### src/rtl/frame_buffer_ctrl.sv
// Double-buffered frame memory controller. The host fills the back bank of
// an external dual-port RAM while the LED driver reads the front bank. A host
// commit freezes the back bank. The banks are then swapped at the next driver
// latch strobe, so a frame is never torn in the middle of a shift-out.
module frame_buffer_ctrl #(
    parameter int c_ledboards = 30,
    parameter int c_bpc       = 12,
    parameter int c_channels  = c_ledboards * 32,
    parameter int c_addr_w    = $clog2(c_channels)
) (
    input  logic                i_clk,
    input  logic                i_rst,
    input  logic                i_wr_valid,
    output logic                o_wr_ready,
    input  logic [c_addr_w-1:0] i_wr_addr,
    input  logic [c_bpc-1:0]    i_wr_data,
    input  logic                i_commit,
    input  logic [c_addr_w-1:0] i_drv_addr,
    output logic [c_bpc-1:0]    o_drv_data,
    input  logic                i_frame_sync,
    output logic                o_ram_we,
    output logic [c_addr_w:0]   o_ram_waddr,
    output logic [c_bpc-1:0]    o_ram_wdata,
    output logic [c_addr_w:0]   o_ram_raddr,
    input  logic [c_bpc-1:0]    i_ram_rdata,
    output logic                o_front_bank,
    output logic                o_swap_pending,
    output logic [15:0]         o_frame_count,
    output logic                o_wr_err
);

    typedef enum logic [1:0] {
        s_fill,
        s_pending,
        s_swap
    } state_t;

    state_t      state_q, state_d;
    logic        front_q, front_d;
    logic        sync_prev_q;
    logic [15:0] frame_count_q, frame_count_d;
    logic        wr_err_q, wr_err_d;

    logic        sync_edge;
    logic        wr_accept;
    logic        addr_ok;

    // The zero-extended compare stays correct even when c_channels is a
    // power of two and does not fit in c_addr_w bits.
    assign addr_ok   = ({1'b0, i_wr_addr} < (c_addr_w + 1)'(c_channels));
    assign sync_edge = i_frame_sync & ~sync_prev_q;
    assign wr_accept = i_wr_valid & o_wr_ready;

    assign o_ram_we    = wr_accept & addr_ok;
    assign o_ram_waddr = {~front_q, i_wr_addr};
    assign o_ram_wdata = i_wr_data;
    assign o_ram_raddr = {front_q, i_drv_addr};
    assign o_drv_data  = i_ram_rdata;

    assign o_front_bank  = front_q;
    assign o_frame_count = frame_count_q;
    assign o_wr_err      = wr_err_q;

    // Bank-swap FSM: accept writes, wait for the latch strobe after a commit, then flip banks.
    always_comb begin
        state_d        = state_q;
        front_d        = front_q;
        o_wr_ready     = 1'b0;
        o_swap_pending = 1'b0;
        case (state_q)
            s_fill: begin
                o_wr_ready = 1'b1;
                if (i_commit) begin
                    state_d = s_pending;
                end
            end
            s_pending: begin
                o_swap_pending = 1'b1;
                if (sync_edge) begin
                    state_d = s_swap;
                end
            end
            s_swap: begin
                o_swap_pending = 1'b1;
                front_d        = ~front_q;
                state_d        = s_fill;
            end
            default: begin
                state_d = s_fill;
            end
        endcase
    end

    // Count latch strobes and remember any out-of-range write until reset.
    always_comb begin
        frame_count_d = frame_count_q;
        wr_err_d      = wr_err_q;
        if (sync_edge) begin
            frame_count_d = frame_count_q + 16'd1;
        end
        if (wr_accept && !addr_ok) begin
            wr_err_d = 1'b1;
        end
    end

    // State registers. The strobe history resets high so that a strobe held
    // high through reset is not seen as a fresh edge.
    always_ff @(posedge i_clk) begin
        if (i_rst) begin
            state_q       <= s_fill;
            front_q       <= 1'b0;
            sync_prev_q   <= 1'b1;
            frame_count_q <= 16'd0;
            wr_err_q      <= 1'b0;
        end else begin
            state_q       <= state_d;
            front_q       <= front_d;
            sync_prev_q   <= i_frame_sync;
            frame_count_q <= frame_count_d;
            wr_err_q      <= wr_err_d;
        end
    end

endmodule

### config.mk
export PLATFORM = sky130hd
export DESIGN_NAME = frame_buffer_ctrl
export DESIGN_NICKNAME = d
export VERILOG_FILES = /design/src/rtl/frame_buffer_ctrl.sv
export SDC_FILE = /design/constraint.sdc
export NUM_CORES = 1
export LEC_CHECK = 0
export ABC_AREA = 1
export CAP_MARGIN = 5
export CORE_MARGIN = 5
export CORE_UTILIZATION = 30
export DETAILED_ROUTE_END_ITERATION = 6
export GPL_ROUTABILITY_DRIVEN = 0
export PLACE_DENSITY_LB_ADDON = 0.08
export SYNTH_ARGS = -nofsm -noshare
export SYNTH_HDL_FRONTEND = slang
export SYNTH_SLANG_ARGS = --single-unit
### constraint.sdc
create_clock -name i_clk -period 1.2 [get_ports i_clk]
set_input_delay 0.12 -clock i_clk [delete_from_list [all_inputs] [get_ports i_clk]]
set_output_delay 0.12 -clock i_clk [all_outputs]
set_load 0.02 [all_outputs]
# [Word-level counts from Yosys, hierarchy flattened]
# Index checks and enable logic that the tools add are counted.
[op_classes] n_addsub=1 n_lt_le_gt_ge=1 eq_ne=4 muxes=5 bitwise_logic=5 reduce_logical=5
[ops] op="16-bit by 1-bit adder with 16-bit output, second input constant" count=1
[ops] op="10-bit < comparator, second input constant" count=1
[ops] op="2-bit 2-to-1 mux" count=2
[ops] op="2-bit inequality test, second input constant" count=2
[ops] op="2-bit one-hot mux with 2 select lines" count=1
[ops] op="1-bit bitwise AND" count=3
[ops] op="2-bit by 1-bit == test with 1-bit output, second input constant" count=1
[ops] op="2-bit == test, second input constant" count=1
[ops] op="2-bit logical NOT" count=1
[ops] op="1-bit 2-to-1 mux" count=2
[ops] op="1-bit NOT" count=2
[ops] op="2-bit AND reduction" count=1
[ops] op="2-bit OR reduction" count=1
[ops] op="1-bit logical AND" count=1
[ops] op="1-bit logical NOT" count=1
[totals] ff_bits=21 output_inout_bits=67

# [Logic depth before layout (Yosys ltp)]
# Gate-level depths: netlist of the first run.
[logic_depth] word_depth=4 ltp_mapped=8 ltp_nobuf=8

# [Least setup slack after synthesis of the first run]
# OpenSTA, ideal clock, no wires.
[synth_timing] kind="register to register" from="reg frame_count_q[1] (netlist: o_frame_count[1])" to="reg frame_count_q[12] (netlist: o_frame_count[12])" setup_time_ns=0.113 arrival_time_ns=1.272 setup_slack_ns=-0.186 path_stages_with_launch=7 path_buffers=0 synth_period_minus_slack_ns=1.386 path_cell_list="dfxtp_1 ha_1 nand3_1 nor2_4 nand4_1 o21ai_1 nor2_1"
[synth_between] elab_chain_len=1
[synth_lines] element="start, declared" line="41" source="logic [15:0] frame_count_q, frame_count_d;"
[synth_lines] element="start signal, assigned" line="119" source="frame_count_q <= frame_count_d;"
[synth_lines] element="16-bit by 1-bit adder with 16-bit output" line="99" source="frame_count_d = frame_count_q + 16'd1;"
# Every way passes these cells.
# A chain may end at the register's enable or synchronous reset.

# [Final worst setup path of the first run]
[layout_timing] from="reg state_q[0]" to="out o_ram_we"
[layout_between] elab_chain_len=4
[layout_lines] element="start, declared" line="38" source="state_t state_q, state_d;"
[layout_lines] element="start signal, assigned" line="110" source="state_q <= s_fill;"
[layout_lines] element="start signal, assigned" line="116" source="state_q <= state_d;"
[layout_lines] element="2-bit logical NOT" line="70" source="case (state_q)"
[layout_lines] element="1-bit 2-to-1 mux" line="70"
[layout_lines] element="1-bit bitwise AND" line="52" source="assign wr_accept = i_wr_valid & o_wr_ready;"
[layout_lines] element="1-bit bitwise AND" line="54" source="assign o_ram_we = wr_accept & addr_ok;"
[layout_lines] element="end, declared" line="21" source="output logic o_ram_we,"
# Every way passes these cells.

==> results of run 1 <==
==> state kept, by name (all words and copies together), names as in the netlist <==
| name | cells |
|---|---|
| sync_prev_q | 1 |
| o_front_bank | 1 |
| o_frame_count | 16 |
| state_q | 2 |
| o_wr_err | 1 |
==> metrics by stage <==
stage               setup WS [ns]  util [%]  power (W)  TNS [ns]  hold WS [ns]
finish                     0.0175      41.1    0.00249         0         0.240
detailed placement         -0.314      35.7    0.00174     -4.34         0.240
floorplan                 -0.0257         -    0.00149   -0.0620         0.192
global route              -0.0498      41.1    0.00266    -0.213         0.240
CTS                       -0.0779      37.8    0.00245    -0.164         0.240
global placement           -0.289      35.7    0.00173     -4.11         0.240
==> placed cells by master (no fill, tap or decap), types with 8 or more instances in the layout <==
master	synthesis	final
a21oi_1	8	8
buf_4	45	24
dfxtp_4	0	8
dlygate4sd2_1	0	19
inv_1	18	13
nand2_1	30	25
nand3_1	10	8
nor2_1	31	25
==> cell families (layout without fill, tap and decap cells) <==
| logic type | count (synthesis) | after routing | synth area share, % |
|---|---|---|---|
| AO/OA/AOI/OAI | 20 | 20 | 7.71 |
| flip-flops | 21 | 21 | 29.4 |
| buffers and inverters | 65 | 84 | 29.0 |
| adder cells (fa/ha/maj) | 5 | 5 | 4.38 |
| XOR/XNOR | 1 | 1 | 0.614 |
| AND/OR/NAND/NOR | 90 | 90 | 28.8 |
==> critical path: cells and delay by family (launching register included) <==
family / cells / cell delay (ns)
buf+inv: 2 / 0.19
fa+ha+maj: 1 / 0.16
simple gates: 2 / 0.13
flops: 1 / 0.33
==> worst max-delay path by stage <==
stage               cells after the start                        endpoint                           from
CTS                                     5                      o_wr_ready        state_q[1]$_SDFFE_PP0P_
floorplan                               6  o_frame_count[12]$_SDFFE_PP0P_  o_frame_count[0]$_SDFFE_PP0P_
detailed placement                      4                        o_ram_we                     i_wr_valid
finish                                  5                        o_ram_we        state_q[0]$_SDFFE_PP0P_
global route                            5                        o_ram_we        state_q[0]$_SDFFE_PP0P_
global placement                        5                        o_ram_we                   i_wr_addr[9]
==> cell type report <==
class,instances,area [um2]
fillers,487,2750
multi-input cells,116,734
repair buffers,61,539
flip-flops and latches,21,458
inverters,19,71.3
well taps,54,67.6
clock buffers,4,45.0
==> power by group through the flow <==
stage | combinational, W | sequential, W | clock (W)
finish | 0.00121 | 0.000795 | 0.000478
global route | 0.00132 | 0.000805 | 0.000532
CTS | 0.00114 | 0.000807 | 0.000503
detailed placement | 0.000933 | 0.000809 | 0
global placement | 0.000925 | 0.000809 | 0
floorplan | 0.000656 | 0.000832 | 0
==> layer usage <==
metal,wire length [um],vias to the layer above
li1,-,635
met1,1510,568
met2,1830,48
met3,223,24
met4,74,0
met5,0,-
==> repair_timing <==
| action | CTS | global route |
|---|---|---|
| setup buffers | 2 | 7 |
| pin swaps | 5 | 10 |
| hold buffers | 0 | 0 |
| gates resized for setup | 66 | 37 |
| endpoints found under the setup margin | 34 | 21 |
==> results.tsv, run 1 <==
metric	value	unit
outcome	completed	
hpwl dp	2760	um
number of vias per cell	4.64	
cell area after layout	1920	um2
fin cells	275	
Die X-Extent	79.0	um
Ant. Diodes	0	
gr usage total	11.2	%
worst path arrival time	1.06	ns
DRT antenna net count	0	
Crit Path Max Fanout	2	
count of cell types in the netlist	25	
VDD IR-drop max	1.38	mV
crit end category	primary output	
Crit Path Class	flip-flop to primary output	
Detailed Route Iter0 Violations	35	
placed insts	264	
clock root cell	clkbuf_8	
Synth area leader	dfxtp_1	
total number of vias	1275	
count of mapped cells out of synthesis	202	
cts bufs inserted	3	
post-synth top area share	29.4	%
WHS Path Cells	0	
Max stage delay on crit path	0.33	ns
GR Layer Usage met1	13.9	%
PortBufs	35	
Die Area	6240	um2
Psw	0.000881	W
register area share after synthesis	29.4	%
WL/cell	13.2	um
Commonest cells post-synth	buf_4 (45), nor2_1 (31), nand2_1 (30), dfxtp_1 (21), inv_1 (18)	
Setup Skew	0.00487	ns
layout cells sized above 1	38.0	%
antenna violations before repair	0	
RSZ-0062 raised after global routing	true	
clk sink count	21	
Synthesized Nets	256	
Yosys warnings	0	
starting density of the core	30.6	%
leakage power	0.836	nW
crit share post-route	98.5	%
M2 GR Usage	18.9	%
Post-synth EDFFs	0	
Startpoint Class	flip-flop	
Setup violations, final	0	
power share of the sequential group	32.0	%
Fmax	0.846	GHz
synthesis-to-finish area growth	34.2	%
Critical-path top delay cell	dfxtp_2	
reg2reg setup slack	0.06	ns
Clock Tree Buf Depth	2	
Post-Route WL	3640	um
CTS tree	built	
Post-Syn Area per Cell	7.07	um2
Clk pwr share	19.2	%
cells along the critical path	inv_2 -> ha_4 -> nand2_4 -> nor2_4 -> buf_6	
Least-Margin Pin Slew	0.236	ns
worst path required time	1.08	ns
WHS Endpoint	o_ram_raddr[2]	
cell-internal power	0.00161	W
Core ar.	4660	um2
Worst-Skew Late Latency	0.26	ns
Die Y	79.0	um
most common cell in the netlist	buf_4	
r2r endpoint	o_frame_count[12]$_SDFFE_PP0P_	
max cap viols	0	
FFs w/ async S/R, synth	0	%
Final min period	1.18	ns
Pre-Repair DR Iteration Count	4	
Ports	116	
Comb pwr share	48.8	%
worst min path class	primary input to primary output	
DR DRC count	0	
Clock Pin Slew Worst Setup and Hold Paths	0.08	ns
Hold Fails Final Rpt	0	
cell area after synthesis	1430	um2
Cell Pwr Density	1300	nW/um2
synthesis-stage register bit count	21	
area post-placement	1660	um2
Synth Flop Type	dfxtp_1	
FF-to-FF Start	o_frame_count[0]$_SDFFE_PP0P_	
relative slew slack	84.2	%
Nets	276	
vias in the first global route	1256	
pin count of the biggest net entering global routing	12	
Final Max Tran Viols	0	
source of the worst hold timing path	i_drv_addr[2]	
first-pass GRT wire length	5860	um
Rows	25	
total gr overflow	0	
top post-synthesis cells by area	dfxtp_1 (29%), buf_4 (24%), nor2_1 (8.2%)	
busiest grt layer	met2	
sw frac	35.4	%
H-tree levels	1	
R2R cell count	6	
GRT met3 Usage	2.83	%
(Power assumes the default switching activity.)
==> inputs of run 2 (changes only) <==
--- a/config.mk
+++ b/config.mk
@@ -15,3 +15,4 @@
 export SYNTH_ARGS = -nofsm -noshare
 export SYNTH_HDL_FRONTEND = slang
 export SYNTH_SLANG_ARGS = --single-unit
+export TNS_END_PERCENT = 20
==> run 2 against run 1 <==
Against the previous run:
- the flow now finishes with violations (setup timing)
- final area is 6.5% lower
- sequential share of layout area is 0.83 points higher
- wire length is 2.6% lower
- cell count is 1.1% lower
- register-to-register slack worse by 0.06 ns
- power is 8.5% lower
==> results.tsv, run 2 (synthesized netlist as in run 1, its figures left out) <==
metric	value	unit
antenna violations before repair	0	
multi-input gate area in the final layout	664	um2
Final min period	1.21	ns
Fmax	0.827	GHz
Die Area	6240	um2
cts bufs inserted	3	
Crit Path Max Fanout	3	
cells along the critical path	inv_2 -> ha_4 -> nand2_1 -> nor2_1 -> buf_4	
max reg flops	16	
worst path required time	1.08	ns
H-tree levels	1	
layout cells sized above 1	32.1	%
Worst-Skew Late Latency	0.26	ns
Clock Tree Buf Depth	2	
r2r endpoint	o_frame_count[12]$_SDFFE_PP0P_	
placed insts	266	
hpwl dp	2780	um
outcome	finished, violations left	
clk sink count	21	
R2R cell count	6	
starting density of the core	30.6	%
crit end category	primary output	
number of vias per cell	4.58	
source of the worst hold timing path	i_wr_data[1]	
pin count of the biggest net entering global routing	12	
most frequent cells in the layout	nand2_1 (29), nor2_1 (28), buf_4 (24)	
Least-Margin Pin Slew	0.228	ns
worst min path class	primary input to primary output	
total number of vias	1246	
CP top delay family	flip-flops	
Setup Skew	0.000970	ns
Core ar.	4660	um2
Ant. Diodes	0	
FF+latch area	443	um2
Worst Path Buf+Inv	2	
crit share post-route	101	%
first-pass GRT wire length	6000	um
WL/cell	13.0	um
DRT antenna net count	0	
relative slew slack	84.9	%
Rows	25	
PortBufs	35	
setup_tns	-0.00910	ns
Ports	116	
Die X-Extent	79.0	um
FF-to-FF Start	o_frame_count[1]$_SDFFE_PP0P_	
Cell Pwr Density	1270	nW/um2
Detailed Route Iter0 Violations	27	
failing checks	setup timing	
vias in the first global route	1281	
Die Y	79.0	um
Nets	273	
most common cell after layout, fill and taps aside	nand2_1	
Startpoint Class	flip-flop	
worst path arrival time	1.09	ns
Setup violations, final	1	
area post-placement	1670	um2
RSZ-0062 raised after global routing	true	
leakage power	0.755	nW
Max stage delay on crit path	0.33	ns
PnR worst setup slack	-0.00910	ns
Hold Fails Final Rpt	0	
max cap viols	0	
Hold Buf Count CTS	0	
Post-Route WL	3540	um
cell area after layout	1790	um2
fin cells	272	
total gr overflow	0	
Final Max Tran Viols	0	
WHS Path Cells	0	
clock root cell	clkbuf_8	
DR DRC count	0	
Clock Pin Slew Worst Setup and Hold Paths	0.08	ns
Critical Path Stages	5	
Crit Path Class	flip-flop to primary output	
CTS tree	built	
gr usage total	11.9	%
reg2reg setup slack	0	ns
Critical-path top delay cell	dfxtp_2	
Pre-Repair DR Iteration Count	4	
synthesis-to-finish area growth	25.4	%
Fill cells	490	
WHS Endpoint	o_ram_wdata[1]	
VDD IR-drop max	0.861	mV
==> run 2: routing by layer <==
| metal | share of wire [%] | global-route usage, % |
|---|---|---|
| met3 | 6.5 | 2.95 |
| met5 | 0 | 0 |
| met4 | 2.0 | 6.19 |
| met2 | 50 | 21.0 |
| met1 | 42 | 13.2 |
==> run 2: worst max path at each step <==
stage / start / slack (ns) / to
CTS: state_q[1]$_SDFFE_PP0P_ / -0.02 / o_ram_we
global placement: i_wr_addr[9] / -0.29 / o_ram_we
finish: state_q[1]$_SDFFE_PP0P_ / -0.009 / o_ram_we
detailed placement: i_wr_addr[8] / -0.32 / o_ram_we
floorplan: o_frame_count[0]$_SDFFE_PP0P_ / -0.03 / o_frame_count[12]$_SDFFE_PP0P_
global route: o_frame_count[1]$_SDFFE_PP0P_ / -0.12 / o_frame_count[12]$_SDFFE_PP0P_
==> run 2: through the flow <==
stage          utilization [%]  setup WS [ns]  power (W)  hold slack, ns
2_1_floorplan                -        -0.0328    0.00149           0.192
3_3_place_gp              35.9         -0.288    0.00173           0.240
3_5_place_dp              35.9         -0.320    0.00174           0.240
4_1_cts                   37.3        -0.0186    0.00228           0.240
5_1_grt                   38.4         -0.117    0.00245           0.240
6_report                  38.4       -0.00910    0.00227           0.240
==> run 2: layout make-up <==
class | instances | share of cell area [%]
Inverter | 19 | 3.98
Tap cell | 54 | 3.77
Clock buffer | 4 | 2.52
Timing Repair Buffer | 58 | 27.9
Multi-Input combinational cell | 116 | 37.1
Sequential cell | 21 | 24.7
==> run 2: worst register-to-register path, stage by stage, from the launching register on <==
cell	delay, ns
dfxtp_4	0.37
ha_4	0.15
nand3_4	0.09
nor2_4	0.16
nand4_1	0.14
o21ai_1	0.15
nor2_1	0.05
==> run 2: power breakdown <==
part,switching (W),internal [W]
combinational,0.000497,0.000497
sequential,0.0000449,0.000757
clock,0.000242,0.000237
total,0.000783,0.00149
==> run 2: repair_timing <==
action                                  CTS  global route
buffers inserted                          1             1
pin swaps                                 2             6
endpoints found under the setup margin   37            20
gates resized for setup                  60            21
==> inputs of run 3 (changes only) <==
--- a/config.mk
+++ b/config.mk
@@ -7,10 +7,11 @@
 export LEC_CHECK = 0
 export ABC_AREA = 1
 export CAP_MARGIN = 5
-export CORE_MARGIN = 5
+export CORE_MARGIN = 1.5
 export CORE_UTILIZATION = 30
 export DETAILED_ROUTE_END_ITERATION = 6
 export GPL_ROUTABILITY_DRIVEN = 0
+export MAX_ROUTING_LAYER = met4
 export PLACE_DENSITY_LB_ADDON = 0.08
 export SYNTH_ARGS = -nofsm -noshare
 export SYNTH_HDL_FRONTEND = slang
==> run 3 against run 2 <==
Against the previous run:
- the run still ends with setup timing left
- first-iteration DRC count rose by 130%
- clock skew up 0.0038 ns
- worst setup slack improved by 0.0049 ns
- sequential power barely moved
- sequential share of layout area increased by 0.069 points
- critical path type unchanged
==> results.tsv, run 3 (synthesized netlist as in run 1, its figures left out) <==
metric	value	unit
Post-Route WL	3380	um
Cell Pwr Density	1290	nW/um2
max reg flops	16	
Rows	24	
most frequent cells in the layout	nand2_1 (29), nor2_1 (28), buf_4 (18)	
R2R cell count	6	
VDD IR-drop max	1.04	mV
pin count of the biggest net entering global routing	16	
total gr overflow	0	
Startpoint Class	flip-flop	
Detailed Route Iter0 Violations	61	
WL/cell	12.6	um
clock root cell	clkbuf_8	
layout cells sized above 1	29.3	%
Die Y	72.0	um
gr usage total	14.0	%
Nets	270	
number of vias per cell	4.69	
hpwl dp	2530	um
cts bufs inserted	3	
failing checks	setup timing	
Worst-Skew Late Latency	0.26	ns
Crit Path Class	flip-flop to primary output	
FF-to-FF Start	o_frame_count[1]$_SDFFE_PP0P_	
Hold Fails Final Rpt	0	
relative slew slack	85.3	%
Ports	116	
Hold Buf Count CTS	0	
Crit Path Max Fanout	3	
area post-placement	1660	um2
leakage power	0.745	nW
fin util	39.8	%
Least-Margin Pin Slew	0.221	ns
Critical-path top delay cell	dfxtp_2	
worst path required time	1.08	ns
WHS Endpoint	o_ram_wdata[10]	
total number of vias	1253	
crit share post-route	100	%
Fmax	0.830	GHz
Die X-Extent	72.0	um
Pre-Repair DR Iteration Count	4	
WHS Path Cells	0	
H-tree levels	1	
Core ar.	4470	um2
fin cells	267	
Setup violations, final	2	
max cap viols	0	
CTS tree	built	
cell area after layout	1780	um2
Final Power	0.00230	W
outcome	finished, violations left	
Ant. Diodes	0	
Worst Path Buf+Inv	2	
r2r endpoint	o_frame_count[12]$_SDFFE_PP0P_	
antenna violations before repair	0	
worst min path class	primary input to primary output	
CP top delay family	flip-flops	
crit end category	primary output	
clk sink count	21	
first-pass GRT wire length	5710	um
Fill cells	484	
DR DRC count	0	
Setup Skew	0.00481	ns
starting density of the core	31.9	%
RSZ-0062 raised after global routing	true	
cells along the critical path	inv_2 -> ha_4 -> nand2_2 -> nor2_2 -> buf_6	
worst path arrival time	1.08	ns
Die Area	5180	um2
source of the worst hold timing path	i_wr_data[10]	
Clock Pin Slew Worst Setup and Hold Paths	0.08	ns
Max stage delay on crit path	0.33	ns
pre-CTS setup slack	-0.296	ns
DRT antenna net count	0	
Final min period	1.20	ns
reg2reg setup slack	-0.004	ns
PnR worst setup slack	-0.00419	ns
synthesis-to-finish area growth	24.7	%
PortBufs	35	
most common cell after layout, fill and taps aside	nand2_1	
vias in the first global route	1285	
Final Max Tran Viols	0	
Clock Tree Buf Depth	2	
placed insts	261	
[run 3: cell types whose count changed in the layout (fill, tap and decap cells not counted), sizes merged]
cell / delta
clkbuf: -1
clkdlybuf4s15: +1
buf: -3
[run 3: layout make-up]
cell class	instances	area [um2]	share of cell area [%]
Tap cell	52	65.1	3.65
Clock buffer	4	45.0	2.53
Timing Repair Buffer	55	499	28.0
Inverter	19	71.3	4.01
Multi-Input combinational cell	116	658	37.0
Sequential cell	21	442	24.8
[run 3: metal layers]
layer	GRT usage, %	up-vias	part of all wire, %	routed length [um]
met4	5.87	0	3.6	121
met2	23.1	45	47	1570
met1	16.1	560	43	1450
met3	3.75	26	6.9	232
met5	-	-	0	0
li1	-	622	-	-
[run 3: worst max path at each step]
stage | startpoint | to | slack, ns | depth (start not counted)
2_1_floorplan | o_frame_count[0]$_SDFFE_PP0P_ | o_frame_count[12]$_SDFFE_PP0P_ | -0.03 | 6
3_3_place_gp | i_wr_addr[9] | o_ram_we | -0.29 | 5
3_5_place_dp | i_wr_addr[9] | o_ram_we | -0.30 | 5
4_1_cts | state_q[0]$_SDFFE_PP0P_ | o_ram_we | -0.002 | 5
5_1_grt | o_frame_count[1]$_SDFFE_PP0P_ | o_frame_count[12]$_SDFFE_PP0P_ | -0.11 | 6
6_report | state_q[1]$_SDFFE_PP0P_ | o_ram_we | -0.004 | 5
[run 3: metrics by stage]
stage / hold WS, ns / setup TNS (ns)
floorplan: 0.192 / -0.142
CTS: 0.240 / -0.00216
global route: 0.240 / -0.526
finish: 0.240 / -0.00499
detailed placement: 0.240 / -4.01
global placement: 0.240 / -3.78
[run 3: timing repair]
action	CTS	global route
pin swaps	1	8
setup endpoints to repair	37	20
gates resized for setup	58	20
hold endpoints to repair	0	0
buffers inserted	0	2
[run 3: power by group]
part | switching (W) | internal (W) | total, W
registers | 0.0000451 | 0.000757 | 0.000802
logic | 0.000496 | 0.000533 | 0.00103
clock network | 0.000237 | 0.000237 | 0.000474
